**src/rtl/calc_pkg.sv**
```systemverilog
// calc_pkg: shared definitions for the 16-bit signed calculator back-end.
// Holds the default operand width, the multiply FSM state type and the
// iteration-counter width used by the sequential multiplier.
package calc_pkg;

  localparam int DEFAULT_WIDTH = 16;

  // Counter must be able to hold the value WIDTH, hence WIDTH+1 codes.
  localparam int CNT_W = $clog2(DEFAULT_WIDTH + 1);

  typedef enum logic {
    IDLE = 1'b0,
    RUN  = 1'b1
  } mult_state_t;

  // Counter width for a non-default WIDTH.
  function automatic int cnt_width(input int w);
    return $clog2(w + 1);
  endfunction

endpackage

```
**src/rtl/seq_mult_core.sv**
```systemverilog
// seq_mult_core: iterative signed shift-and-add multiplier.
// Operands are converted to magnitudes, multiplied over WIDTH cycles, and the
// sign is applied on the final iteration together with overflow detection.
// Ports:
//   clk, nRST            clock (rising edge), async active-low reset
//   mul_in1, mul_in2     signed multiplicand / multiplier
//   mul_start            start request, accepted only in IDLE
//   mul_out              low WIDTH bits of the signed product (held)
//   mul_finish           one-cycle result-valid pulse
//   mul_ovf              product does not fit in WIDTH signed bits (held)
//   mul_busy             multiply in progress
module seq_mult_core
  import calc_pkg::*;
#(
  parameter int WIDTH = DEFAULT_WIDTH
) (
  input  logic             clk,
  input  logic             nRST,
  input  logic [WIDTH-1:0] mul_in1,
  input  logic [WIDTH-1:0] mul_in2,
  input  logic             mul_start,
  output logic [WIDTH-1:0] mul_out,
  output logic             mul_finish,
  output logic             mul_ovf,
  output logic             mul_busy
);

  localparam int CW = (WIDTH == DEFAULT_WIDTH) ? CNT_W : cnt_width(WIDTH);
  localparam int PW = 2 * WIDTH;

  mult_state_t      state_q, state_d;
  logic [PW-1:0]    mcand_q, mcand_d;
  logic [PW-1:0]    acc_q, acc_d;
  logic [WIDTH-1:0] mplier_q, mplier_d;
  logic [WIDTH-1:0] out_q, out_d;
  logic [CW-1:0]    cnt_q, cnt_d;
  logic             sign_q, sign_d;
  logic             ovf_q, ovf_d;
  logic             finish_q, finish_d;
  logic             busy_q, busy_d;

  logic [WIDTH-1:0] abs1, abs2;
  logic [PW-1:0]    acc_step;
  logic [PW-1:0]    prod;

  // Magnitudes as unsigned values; the most negative input maps to 2^(WIDTH-1).
  assign abs1 = mul_in1[WIDTH-1] ? (WIDTH'(0) - mul_in1) : mul_in1;
  assign abs2 = mul_in2[WIDTH-1] ? (WIDTH'(0) - mul_in2) : mul_in2;

  always_ff @(posedge clk or negedge nRST) begin
    if (!nRST) begin
      state_q  <= IDLE;
      mcand_q  <= '0;
      acc_q    <= '0;
      mplier_q <= '0;
      out_q    <= '0;
      cnt_q    <= '0;
      sign_q   <= 1'b0;
      ovf_q    <= 1'b0;
      finish_q <= 1'b0;
      busy_q   <= 1'b0;
    end else begin
      state_q  <= state_d;
      mcand_q  <= mcand_d;
      acc_q    <= acc_d;
      mplier_q <= mplier_d;
      out_q    <= out_d;
      cnt_q    <= cnt_d;
      sign_q   <= sign_d;
      ovf_q    <= ovf_d;
      finish_q <= finish_d;
      busy_q   <= busy_d;
    end
  end

  always_comb begin
    state_d  = state_q;
    mcand_d  = mcand_q;
    acc_d    = acc_q;
    mplier_d = mplier_q;
    out_d    = out_q;
    cnt_d    = cnt_q;
    sign_d   = sign_q;
    ovf_d    = ovf_q;
    finish_d = 1'b0;
    busy_d   = busy_q;
    prod     = '0;
    acc_step = acc_q + (mplier_q[0] ? mcand_q : '0);

    case (state_q)
      IDLE: begin
        if (mul_start) begin
          mcand_d  = {{WIDTH{1'b0}}, abs1};
          mplier_d = abs2;
          sign_d   = mul_in1[WIDTH-1] ^ mul_in2[WIDTH-1];
          acc_d    = '0;
          cnt_d    = '0;
          busy_d   = 1'b1;
          state_d  = RUN;
        end
      end
      RUN: begin
        acc_d    = acc_step;
        mcand_d  = mcand_q << 1;
        mplier_d = mplier_q >> 1;
        cnt_d    = cnt_q + CW'(1);
        // Last iteration: apply sign and publish the result in the same edge.
        if (cnt_q == CW'(WIDTH - 1)) begin
          prod     = sign_q ? (PW'(0) - acc_step) : acc_step;
          out_d    = prod[WIDTH-1:0];
          // Fits in WIDTH signed bits only if the upper bits are a sign extension.
          ovf_d    = !((&prod[PW-1:WIDTH-1]) || !(|prod[PW-1:WIDTH-1]));
          finish_d = 1'b1;
          busy_d   = 1'b0;
          state_d  = IDLE;
        end
      end
      default: state_d = IDLE;
    endcase
  end

  assign mul_out    = out_q;
  assign mul_finish = finish_q;
  assign mul_ovf    = ovf_q;
  assign mul_busy   = busy_q;

endmodule

```
**src/rtl/addition_multiply.sv**
```systemverilog
// addition_multiply: arithmetic back-end of the 16-bit signed calculator.
// A single-cycle add/subtract path and an iterative multiply path, each with
// its own start/finish handshake and held result registers.
// Ports:
//   clk, nRST                 clock (rising edge), async active-low reset
//   add_in1, add_in2, sub     add/sub operands, 0 = A+B, 1 = A-B
//   add_start                 sample add operands this edge
//   add_out, add_finish, add_ovf  registered result, valid pulse, signed overflow
//   mul_in1, mul_in2, mul_start   multiply operands and start
//   mul_out, mul_finish, mul_ovf, mul_busy  multiply result and status
module addition_multiply
  import calc_pkg::*;
#(
  parameter int WIDTH = DEFAULT_WIDTH
) (
  input  logic             clk,
  input  logic             nRST,
  input  logic [WIDTH-1:0] add_in1,
  input  logic [WIDTH-1:0] add_in2,
  input  logic             sub,
  input  logic             add_start,
  output logic [WIDTH-1:0] add_out,
  output logic             add_finish,
  output logic             add_ovf,
  input  logic [WIDTH-1:0] mul_in1,
  input  logic [WIDTH-1:0] mul_in2,
  input  logic             mul_start,
  output logic [WIDTH-1:0] mul_out,
  output logic             mul_finish,
  output logic             mul_ovf,
  output logic             mul_busy
);

  logic [WIDTH-1:0] add_out_q, add_out_d;
  logic             add_ovf_q, add_ovf_d;
  logic             add_finish_q, add_finish_d;
  logic [WIDTH-1:0] b_eff;
  logic [WIDTH-1:0] sum;

  // Subtraction as A + ~B + 1; the effective B sign is B's msb flipped by sub.
  assign b_eff = sub ? ~add_in2 : add_in2;
  assign sum   = add_in1 + b_eff + WIDTH'(sub);

  always_comb begin
    add_out_d    = add_out_q;
    add_ovf_d    = add_ovf_q;
    add_finish_d = 1'b0;
    if (add_start) begin
      add_out_d    = sum;
      add_ovf_d    = (add_in1[WIDTH-1] == (add_in2[WIDTH-1] ^ sub)) &&
                     (sum[WIDTH-1] != add_in1[WIDTH-1]);
      add_finish_d = 1'b1;
    end
  end

  always_ff @(posedge clk or negedge nRST) begin
    if (!nRST) begin
      add_out_q    <= '0;
      add_ovf_q    <= 1'b0;
      add_finish_q <= 1'b0;
    end else begin
      add_out_q    <= add_out_d;
      add_ovf_q    <= add_ovf_d;
      add_finish_q <= add_finish_d;
    end
  end

  assign add_out    = add_out_q;
  assign add_ovf    = add_ovf_q;
  assign add_finish = add_finish_q;

  seq_mult_core #(.WIDTH(WIDTH)) u_mult (
    .clk        (clk),
    .nRST       (nRST),
    .mul_in1    (mul_in1),
    .mul_in2    (mul_in2),
    .mul_start  (mul_start),
    .mul_out    (mul_out),
    .mul_finish (mul_finish),
    .mul_ovf    (mul_ovf),
    .mul_busy   (mul_busy)
  );

endmodule

```
**config.mk**
```make
export PLATFORM = sky130hd
export DESIGN_NAME = addition_multiply
export DESIGN_NICKNAME = d
export VERILOG_FILES = /design/src/rtl/calc_pkg.sv /design/src/rtl/seq_mult_core.sv /design/src/rtl/addition_multiply.sv
export SDC_FILE = /design/constraint.sdc
export NUM_CORES = 1
export LEC_CHECK = 0
export BUFFER_PORTS_ARGS = -buffer_cell sky130_fd_sc_hd__buf_2
export CORE_MARGIN = 1.5
export CORE_UTILIZATION = 55
export CTS_CLUSTER_DIAMETER = 150
export DETAILED_ROUTE_END_ITERATION = 6
export GPL_ROUTABILITY_DRIVEN = 1
export PLACE_DENSITY = 0.79
export SLEW_MARGIN = 5
export SYNTH_ARGS = -nofsm -noshare
export SYNTH_HDL_FRONTEND = slang
export SYNTH_HIERARCHICAL = 1
export SYNTH_SLANG_ARGS = --single-unit
```
**constraint.sdc**
```tcl
create_clock -name clk -period 4.4 [get_ports clk]
set_clock_uncertainty 0.15 [all_clocks]
set_input_delay 0.22 -clock clk [delete_from_list [all_inputs] [get_ports clk]]
set_output_delay 0.22 -clock clk [all_outputs]
set_load 0.02 [all_outputs]
```
==> results of run 1 <==
## Yosys cell counts (all sizes together) (9+ instances only)
library cell / n
nand2: 180
o21ai: 136
dfrtp: 124
a21oi: 71
nor2: 67
xor2: 60
clkbuf: 51
ha: 51
and2: 47
xnor2: 34
inv: 30
a22o: 27
nand3: 25
or3: 18
nor3: 17
o31ai: 17
nand4: 16
o21a: 13
a211oi: 12
mux2i: 12
a21o: 11
buf: 10
o211ai: 9
or4: 9
## cell type report
cell class	count	area [um2]
repair buffers	284	1890
inverters	30	113
clock buffers	23	508
well taps	225	282
fillers	1295	4820
flip-flops and latches	124	3110
multi-input cells	957	6410
clock inverters	9	108
diodes	2	5.00
## through the flow
step	hold slack, ns	worst slack [ns]	instances	util, %
floorplan	-0.226	-0.282	1172	-
global placement	0.226	-0.396	1608	67.2
detailed placement	0.230	-0.448	1608	67.2
CTS	0.0482	-0.270	1651	71.6
global route	0.0583	-0.467	1653	72.0
finish	0.0531	-0.354	1654	72.1
## registers in the layout (all words and copies together), names as in the netlist, 5 cells and up
| signal | cells |
|---|---|
| u_mult/acc_q | 32 |
| u_mult/mplier_q | 16 |
| u_mult/mul_out | 16 |
| u_mult/cnt_q | 5 |
| add_out | 16 |
| u_mult/mcand_q | 32 |
## per-layer routing
metal / share of wire [%] / up-vias / GRT usage, %
met5: 0 / - / 0
met4: 1.4 / 0 / 9.26
met3: 6.5 / 36 / 6.06
met2: 47 / 310 / 49.9
met1: 45 / 4636 / 39.5
li1: - / 4744 / -
## worst paths after layout
kind | from | to | slack (ns)
max in group asynchronous | nRST | u_mult/mcand_q[24]$_DFFE_PN0P_ | 2.74
min in group asynchronous | nRST | u_mult/mul_out[5]$_DFFE_PN0P_ | 0.28
setup / recovery | u_mult/mplier_q[0]$_DFFE_PN0P_ | u_mult/mul_ovf$_DFFE_PN0P_ | -0.35
hold reg to reg | u_mult/mul_out[14]$_DFFE_PN0P_ | u_mult/mul_out[14]$_DFFE_PN0P_ | 0.32
hold / removal | mul_in2[14] | u_mult/mplier_q[15]$_DFFE_PN0P_ | 0.05
setup reg to reg | u_mult/mplier_q[0]$_DFFE_PN0P_ | u_mult/mul_ovf$_DFFE_PN0P_ | -0.35
## cells by family after synthesis
family | count (synthesis) | synth area share [%]
compound gates | 368 | 25.2
simple gates | 424 | 21.2
mux | 18 | 1.99
flops | 124 | 32.2
buf+inv | 91 | 3.79
xor+xnor | 94 | 8.54
fa+ha+maj | 53 | 7.03
## worst min-delay path, stage by stage
cell	delay, ns
buf_2	0.10
nor4b_1	0.05
mux2i_1	0.15
nor2_1	0.06
## report_power, final
part / leakage [uW] / internal (uW) / switching (uW)
clock network: 0.000302 / 923 / 529
logic: 0.00396 / 1800 / 2180
registers: 0.00158 / 1570 / 296
total: 0.00584 / 4290 / 3010
## repair_timing
action,CTS,global route
hold buffers,8,0
endpoints found under the setup margin,1,1
endpoints found under the hold margin,70,0
setup buffers,3,1
pin swaps,5,2
gates resized for setup,8,21
==> impl_metrics.toml, run 1 <==
[logic_synthesis]
ys_top_cells_by_area = "dfrtp_1 (32%), nand2_1 (7.0%), o21ai_0 (6.9%)"
ys_async_sr_fraction_pct = 100
yosys_most_used_dff = "dfrtp_1"
yosys.area.top_type = "dfrtp_1"
netlist.area_leader.share_pct = 32.2
ys_ff_latch = 124
synth_edf_count = 0
syn_inst = 1172
syn-mean-instance-area_um2 = 8.23
synth_area_um2 = 9640
synth_cell_type_count = 86
yosysSeqAreaShare_pct = 32.2
syn-num-nets = 1294
synth-warning-count = 6

[worst_setup_path]
cp_max_fo = 6
cp_cell_sequence = "buf_4 -> and2_4 -> ha_4 -> and2_4 -> a221o_1 -> or3_4 -> a2111o_1 -> a221oi_4 -> nand4b_4 -> or4_4 -> a2111o_1 -> nor3b_2 -> or4_1 -> o311ai_1 -> nand2_1"
path_buf_inv = 1
cp_top_family = "simple AND/OR/NAND/NOR gates"
worstSetupEndpointType = "flop"
crit_cells = 15
crit_slowest_cell = "or4_4"
ff2ff_path_depth = 15
slowest_delay_ns = 0.53
crit_arrival_ns = 4.92
crit_path_start_kind = "flop"
crit_required_ns = 4.56
critPathKind = "flop to flop"

[clock_network]
clock_latency_ns = 0.43
path_clk_slew_ns = 0.06
root_buffer = "clkbuf_16"
htreeDepth = 4
cts.path.max_buffers = 2
numClockSinks = 124
cts_tree = "done"
cts_buffers = 17

[die]
die_h_um = 135
die_w_um = 135
rows = 48
die_area_um2 = 18300
initial_core_util_pct = 55.9
ios = 106
core_um2 = 17200

[layout]
layout.nets = 1536
final_cell_mix = "nand2_1 (178), buf_4 (172), o21ai_0 (130)"
area_growth_pct = 28.8
drive_gt1_share_pct = 26.3
layout_commonest_cell = "nand2_1"
fin_area_um2 = 12400

[timing]
finalCritPeriodShare_pct = 108
setup_viol = 1
rsz0062_at_grt = "true"
min_period_ns = 4.75
timing.fmax_ghz = 0.210
setup_slack_ns = -0.354
finalMaxSlewViolations = 0
finalSetupTns_ns = -0.354
slew_headroom_pct = 36.1
hold_viol = 0
worstMarginPinSlew_ns = 0.958

[routing]
wirelength_mm = 26.6
first_pass_iters = 6
antenna_left = 0
routed_via_density = 5.88
drc = 0
routedWlPerCell_um = 16.1
vias = 9726
dr.first_iter.drc_count = 774

[global_route]
first_global_vias = 9348
grt_max_degree = 103
grt_overflow = 0
antenna_found_initial = 2
grt_pass1_wl_mm = 44.2
gr-usage-all-layers_pct = 30.0

[power]
powerDensity_nw_per_um2 = 588
leakage_uw = 0.00584
ir_drop_mv = 0.337
totalPowerFinal_uw = 7300

[place]
place_congestion = 0.915
placed_area_um2 = 11600
port_buffers = 105
dp_hpwl_mm = 19.8

[outcome]
violations = "negative setup slack"
outcome = "finished, violations left"

[worst_hold_path]
worstHoldPathType = "input pin to flop"
worstHoldPathCells = 4

[flow_run]
cap_violations = 0
Note: power is estimated with default switching activity, not from simulation.
==> run 2: changes to the inputs <==
--- a/config.mk
+++ b/config.mk
@@ -5,9 +5,10 @@
 export SDC_FILE = /design/constraint.sdc
 export NUM_CORES = 1
 export LEC_CHECK = 0
-export BUFFER_PORTS_ARGS = -buffer_cell sky130_fd_sc_hd__buf_2
+export BUFFER_PORTS_ARGS = -buffer_cell sky130_fd_sc_hd__buf_4
 export CORE_MARGIN = 1.5
 export CORE_UTILIZATION = 55
+export CTS_BUF_LIST = sky130_fd_sc_hd__clkbuf_16
 export CTS_CLUSTER_DIAMETER = 150
 export DETAILED_ROUTE_END_ITERATION = 6
 export GPL_ROUTABILITY_DRIVEN = 1
==> run 2 against run 1 <==
- the flow still finishes with violations (negative setup slack)
- power is 1.3% lower
- largest power group unchanged
- design area is 1.7% higher
- sequential power hardly changed
- highest routed layer unchanged
- worst setup slack better by 0.068 ns
==> impl_metrics.toml, run 2 (synthesis gave the netlist of run 1 again) <==
[worst_setup_path]
cp_top_family = "simple AND/OR/NAND/NOR gates"
ff2ff_path_depth = 14
cp_cell_sequence = "and2_4 -> ha_4 -> and2_4 -> a221o_1 -> or3_4 -> a2111o_1 -> a221oi_4 -> nand4b_4 -> or4_4 -> a2111o_1 -> nor3b_2 -> or4_1 -> o311ai_1 -> nand2_1"
crit_slowest_cell = "or4_4"
critPathCapture = "u_mult/mul_ovf$_DFFE_PN0P_"
r2r_end = "u_mult/mul_ovf$_DFFE_PN0P_"
critPathLaunch = "u_mult/mplier_q[0]$_DFFE_PN0P_"
crit_path_start_kind = "flop"
crit_cells = 14
crit_required_ns = 4.56
worstSetupEndpointType = "flop"
r2r_slack_ns = -0.29
reg2reg_from = "u_mult/mplier_q[0]$_DFFE_PN0P_"
cp_max_fo = 6
crit_arrival_ns = 4.85
path_buf_inv = 0
critPathKind = "flop to flop"
slowest_delay_ns = 0.53

[power]
leakage_uw = 0.00590
totalPowerFinal_uw = 7210
ir_drop_mv = 0.341
powerDensity_nw_per_um2 = 571

[global_route]
antenna_found_initial = 0
grt_pass1_wl_mm = 44.7
grt_max_degree = 103
first_global_vias = 9430
grt_overflow = 0
gr-usage-all-layers_pct = 30.5

[place]
port_buffers = 105
dp.cells = 1610
dp_hpwl_mm = 20.2
place_congestion = 0.937
dp_slack_ns = -0.471

[routing]
routedWlPerCell_um = 16.3
routed_via_density = 5.90
wirelength_mm = 27.1
first_pass_iters = 5
dr.first_iter.drc_count = 579
vias = 9780
antenna_left = 0
drc = 0

[timing]
timing.fmax_ghz = 0.213
worstMarginPinSlew_ns = 1.16
slew_headroom_pct = 22.4
finalMaxSlewViolations = 0
finalCritPeriodShare_pct = 106
setup_slack_ns = -0.286
rsz0062_at_grt = "true"
hold_viol = 0
min_period_ns = 4.69
setup_viol = 1

[flow_run]
cap_violations = 0

[clock_network]
cts.path.max_buffers = 2
cts_buffers = 17
root_buffer = "clkbuf_16"
clock_latency_ns = 0.42
cts_tree = "done"
htreeDepth = 4
numClockSinks = 124
path_clk_slew_ns = 0.06

[layout]
final_cells = 1658
diodes = 0
layout.nets = 1542
area_growth_pct = 31.0
final_cell_mix = "buf_4 (276), nand2_1 (178), o21ai_0 (131)"
layout_commonest_cell = "buf_4"
top_regs = "u_mult/acc_q x32, u_mult/mcand_q x32"
drive_gt1_share_pct = 25.8

[die]
rows = 48
die_w_um = 135
ios = 106
die_h_um = 135
initial_core_util_pct = 55.9
die_area_um2 = 18300
core_um2 = 17200

[outcome]
violations = "negative setup slack"
outcome = "finished, violations left"

[worst_hold_path]
worstHoldPathType = "input pin to flop"
run 2: cell count changes in the layout (fill, tap and decap cells not counted), moves of 3 or more:
cell | previous run | this run
buf_4 | 172 | 276
buf_2 | 104 | 2
a21oi_2 | 11 | 7
a21oi_1 | 60 | 64
clkbuf_8 | 6 | 0
dlygate4sd3_1 | 8 | 11
clkinv_1 | 0 | 3
run 2: worst min path at each step:
| stage | start | endpoint | slack (ns) | cells after the start |
|---|---|---|---|---|
| 2_1_floorplan | nRST | add_finish$_DFF_PN0_ | -0.23 | 0 |
| 3_3_place_gp | nRST | u_mult/mul_out[5]$_DFFE_PN0P_ | 0.16 | 1 |
| 3_5_place_dp | nRST | u_mult/mul_out[5]$_DFFE_PN0P_ | 0.17 | 1 |
| 4_1_cts | add_in2[15] | add_ovf$_DFFE_PN0P_ | 0.06 | 4 |
| 5_1_grt | mul_in2[4] | u_mult/mplier_q[4]$_DFFE_PN0P_ | 0.09 | 5 |
| 6_report | add_in2[15] | add_ovf$_DFFE_PN0P_ | 0.07 | 4 |
run 2: area by class of cell:
cell class                      count  area, um2
Fill cell                        1304       4610
Clock inverter                     15        108
Sequential cell                   124       3110
Tap cell                          225        282
Clock buffer                       17        425
Multi-Input combinational cell    957       6390
Timing Repair Buffer              290       2200
Inverter                           30        113
run 2: report_power, final:
| group | switching [uW] | total [uW] | leakage, uW | internal (uW) |
|---|---|---|---|---|
| clock | 520 | 1280 | 0.000260 | 761 |
| sequential | 297 | 1870 | 0.00158 | 1570 |
| combinational | 2180 | 4050 | 0.00406 | 1870 |
run 2: per-stage QoR:
step	hold slack, ns	cell area, um2	TNS [ns]	util [%]
after floorplan	-0.226	9790	-0.282	-
after CTS	0.0612	12500	-0.326	72.8
final	0.0741	12600	-0.286	73.3
after detailed placement	0.167	11900	-0.471	68.8
after global placement	0.163	11900	-0.452	68.8
after global routing	0.0925	12600	-0.434	73.3
run 2: worst reg2reg max path: stages, from the launching register on:
cell	delay, ns
dfrtp_2	0.45
and2_4	0.17
ha_4	0.24
and2_4	0.18
a221o_1	0.31
or3_4	0.34
a2111o_1	0.49
a221oi_4	0.34
nand4b_4	0.13
or4_4	0.53
a2111o_1	0.32
nor3b_2	0.16
or4_1	0.42
o311ai_1	0.28
nand2_1	0.08
run 2: routing by layer:
layer	routed length [um]	GRT usage [%]	share of wire, %	up-vias
met1	12000	39.5	44	4689
met5	0	0	0	-
li1	-	-	-	4746
met4	473	9.44	1.7	0
met2	12900	51.0	48	305
met3	1720	6.66	6.4	40
run 2: what timing repair did:
action	4_1_cts	5_1_grt
hold buffers	11	0
gates resized for setup	8	17
endpoints found under the hold margin	58	0
setup endpoints to repair	1	1
pin swaps	2	10
setup buffers	0	5
==> run 3: changes to the inputs <==
==> constraint.sdc (replaced) <==
create_clock -name clk -period 4.4 [get_ports clk]
set_clock_uncertainty 0.15 [all_clocks]
set_input_delay 0.44 -clock clk [delete_from_list [all_inputs] [get_ports clk]]
set_output_delay 0.44 -clock clk [all_outputs]
set_load 0.02 [all_outputs]
==> run 3 against run 2 <==
- the run ends with negative hold slack, negative setup slack left
- routed wire length is 0.45% lower
- global-route usage is 0.31 points lower
- first-iteration DRC count is 17% higher
- utilization is 0.52 points higher
- design area is 0.71% higher
- flip-flop and latch count stayed put
- sequential share of layout area is 0.17 points lower
- worst hold slack worse by 0.090 ns
- sequential power hardly changed
- largest power group unchanged
==> impl_metrics.toml, run 3 (synthesis gave the netlist of run 1 again) <==
[outcome]
outcome = "finished, violations left"
violations = "negative hold slack, negative setup slack"

[die]
die_w_um = 135
die_h_um = 135
initial_core_util_pct = 55.9
rows = 48
die_area_um2 = 18300
core_um2 = 17200
ios = 106

[routing]
vias = 9776
antenna_left = 0
routed_via_density = 5.93
first_pass_iters = 5
routedWlPerCell_um = 16.4
wirelength_mm = 27.0
dr.first_iter.drc_count = 678
drc = 0

[clock_network]
clock_latency_ns = 0.43
cts.path.max_buffers = 2
root_buffer = "clkbuf_16"
cts_buffers = 17
cts_tree = "done"
htreeDepth = 4
numClockSinks = 124
path_clk_slew_ns = 0.07

[power]
p_sw_uw = 3080
power.share.switching_pct = 41.8
ir_drop_mv = 0.346
leakage_uw = 0.00590
intPower_uw = 4290
powerDensity_nw_per_um2 = 580
p_comb_share_pct = 55.5
p_clk_share_pct = 19.1
seq_power_share_pct = 25.4
totalPowerFinal_uw = 7370

[worst_setup_path]
cp_max_fo = 7
crit_path_start_kind = "flop"
worstSetupEndpointType = "flop"
critPathKind = "flop to flop"
crit_arrival_ns = 4.91
crit_required_ns = 4.56

[layout]
drive_gt1_share_pct = 27.6
final_cell_mix = "buf_4 (279), nand2_1 (178), o21ai_0 (128)"
diodes = 0
area_growth_pct = 31.9
top_regs = "u_mult/acc_q x32, u_mult/mcand_q x32"
final_core_util_pct = 73.8
layout_commonest_cell = "buf_4"
fin_area_um2 = 12700
layout.nets = 1533
final_cells = 1649

[timing]
setup_viol = 1
slew_headroom_pct = 36.8
timing.fmax_ghz = 0.211
hold_viol = 9
min_period_ns = 4.75
finalCritPeriodShare_pct = 108
rsz0062_at_grt = "true"
setup_slack_ns = -0.347
hold_slack_ns = -0.0156
worstMarginPinSlew_ns = 0.948
finalMaxSlewViolations = 0

[global_route]
gr-usage-all-layers_pct = 30.2
grt_pass1_wl_mm = 44.5
first_global_vias = 9366
antenna_found_initial = 1
grt_overflow = 0
grt_max_degree = 103

[place]
placed_area_um2 = 11800
port_buffers = 105
dp_slack_ns = -0.475
dp_hpwl_mm = 19.7
dp.cells = 1599
place_congestion = 0.919

[worst_hold_path]
worstHoldPathType = "input pin to asynchronous set/reset pin"

[flow_run]
cap_violations = 0
run 3: cell type report:
class	count	area, um2
clock inverter	15	161
tap	225	282
fill	1300	4520
timing repair buffer	281	2110
clock buffer	17	425
sequential	124	3110
multi-input combinational	957	6520
inverter	30	113
run 3: worst paths after layout:
| kind | startpoint | endpoint | slack (ns) | cells after the start |
|---|---|---|---|---|
| min in group clk | add_start | add_finish$_DFF_PN0_ | 0.14 | 1 |
| max in group asynchronous | nRST | u_mult/acc_q[24]$_DFFE_PN0P_ | 3.18 | 2 |
| min reg2reg | u_mult/mul_out[7]$_DFFE_PN0P_ | u_mult/mul_out[7]$_DFFE_PN0P_ | 0.32 | 2 |
| min | nRST | u_mult/mul_out[7]$_DFFE_PN0P_ | -0.02 | 1 |
| max | u_mult/mplier_q[0]$_DFFE_PN0P_ | u_mult/mul_ovf$_DFFE_PN0P_ | -0.35 | 15 |
| max reg2reg | u_mult/mplier_q[0]$_DFFE_PN0P_ | u_mult/mul_ovf$_DFFE_PN0P_ | -0.35 | 15 |
run 3: per-stage QoR:
| stage | setup TNS (ns) | hold slack (ns) |
|---|---|---|
| floorplan | -0.282 | -0.00559 |
| detailed placement | -0.475 | 0.322 |
| CTS | -0.362 | 0.0127 |
| global route | -0.496 | 0.0601 |
| global placement | -0.410 | 0.313 |
| finish | -0.347 | -0.0156 |
run 3: worst max-delay path: stages (launching register included):
cell	delay, ns
dfrtp_2	0.46
buf_2	0.17
and2_1	0.16
ha_2	0.40
nand4_1	0.17
buf_4	0.19
a211oi_4	0.30
or2_1	0.16
a311oi_2	0.11
or4_4	0.55
or4_4	0.53
a2111o_1	0.37
nor3b_2	0.16
or4_1	0.42
o311ai_1	0.24
nand2_1	0.09
run 3: routing by layer:
metal | track usage [%] | vias to the layer above | wire length (um)
li1 | - | 4735 | -
met1 | 39.8 | 4686 | 12100
met2 | 49.6 | 312 | 12800
met3 | 6.92 | 41 | 1700
met4 | 9.02 | 2 | 399
met5 | 0 | - | 13
run 3: repair_timing:
action,CTS,global route
buffers inserted,14,4
hold buffers,0,0
resized for setup,23,23
endpoints found under the setup margin,1,1
pin swaps,21,10
run 3: power groups by stage:
stage               Combinational [uW]  Clock (uW)  Sequential, uW
finish                            4090        1410            1870
global route                      4450        1480            1930
CTS                               3950        1430            1860
detailed placement                3820           0            1880
global placement                  3720           0            1870
floorplan                         2310           0            1950
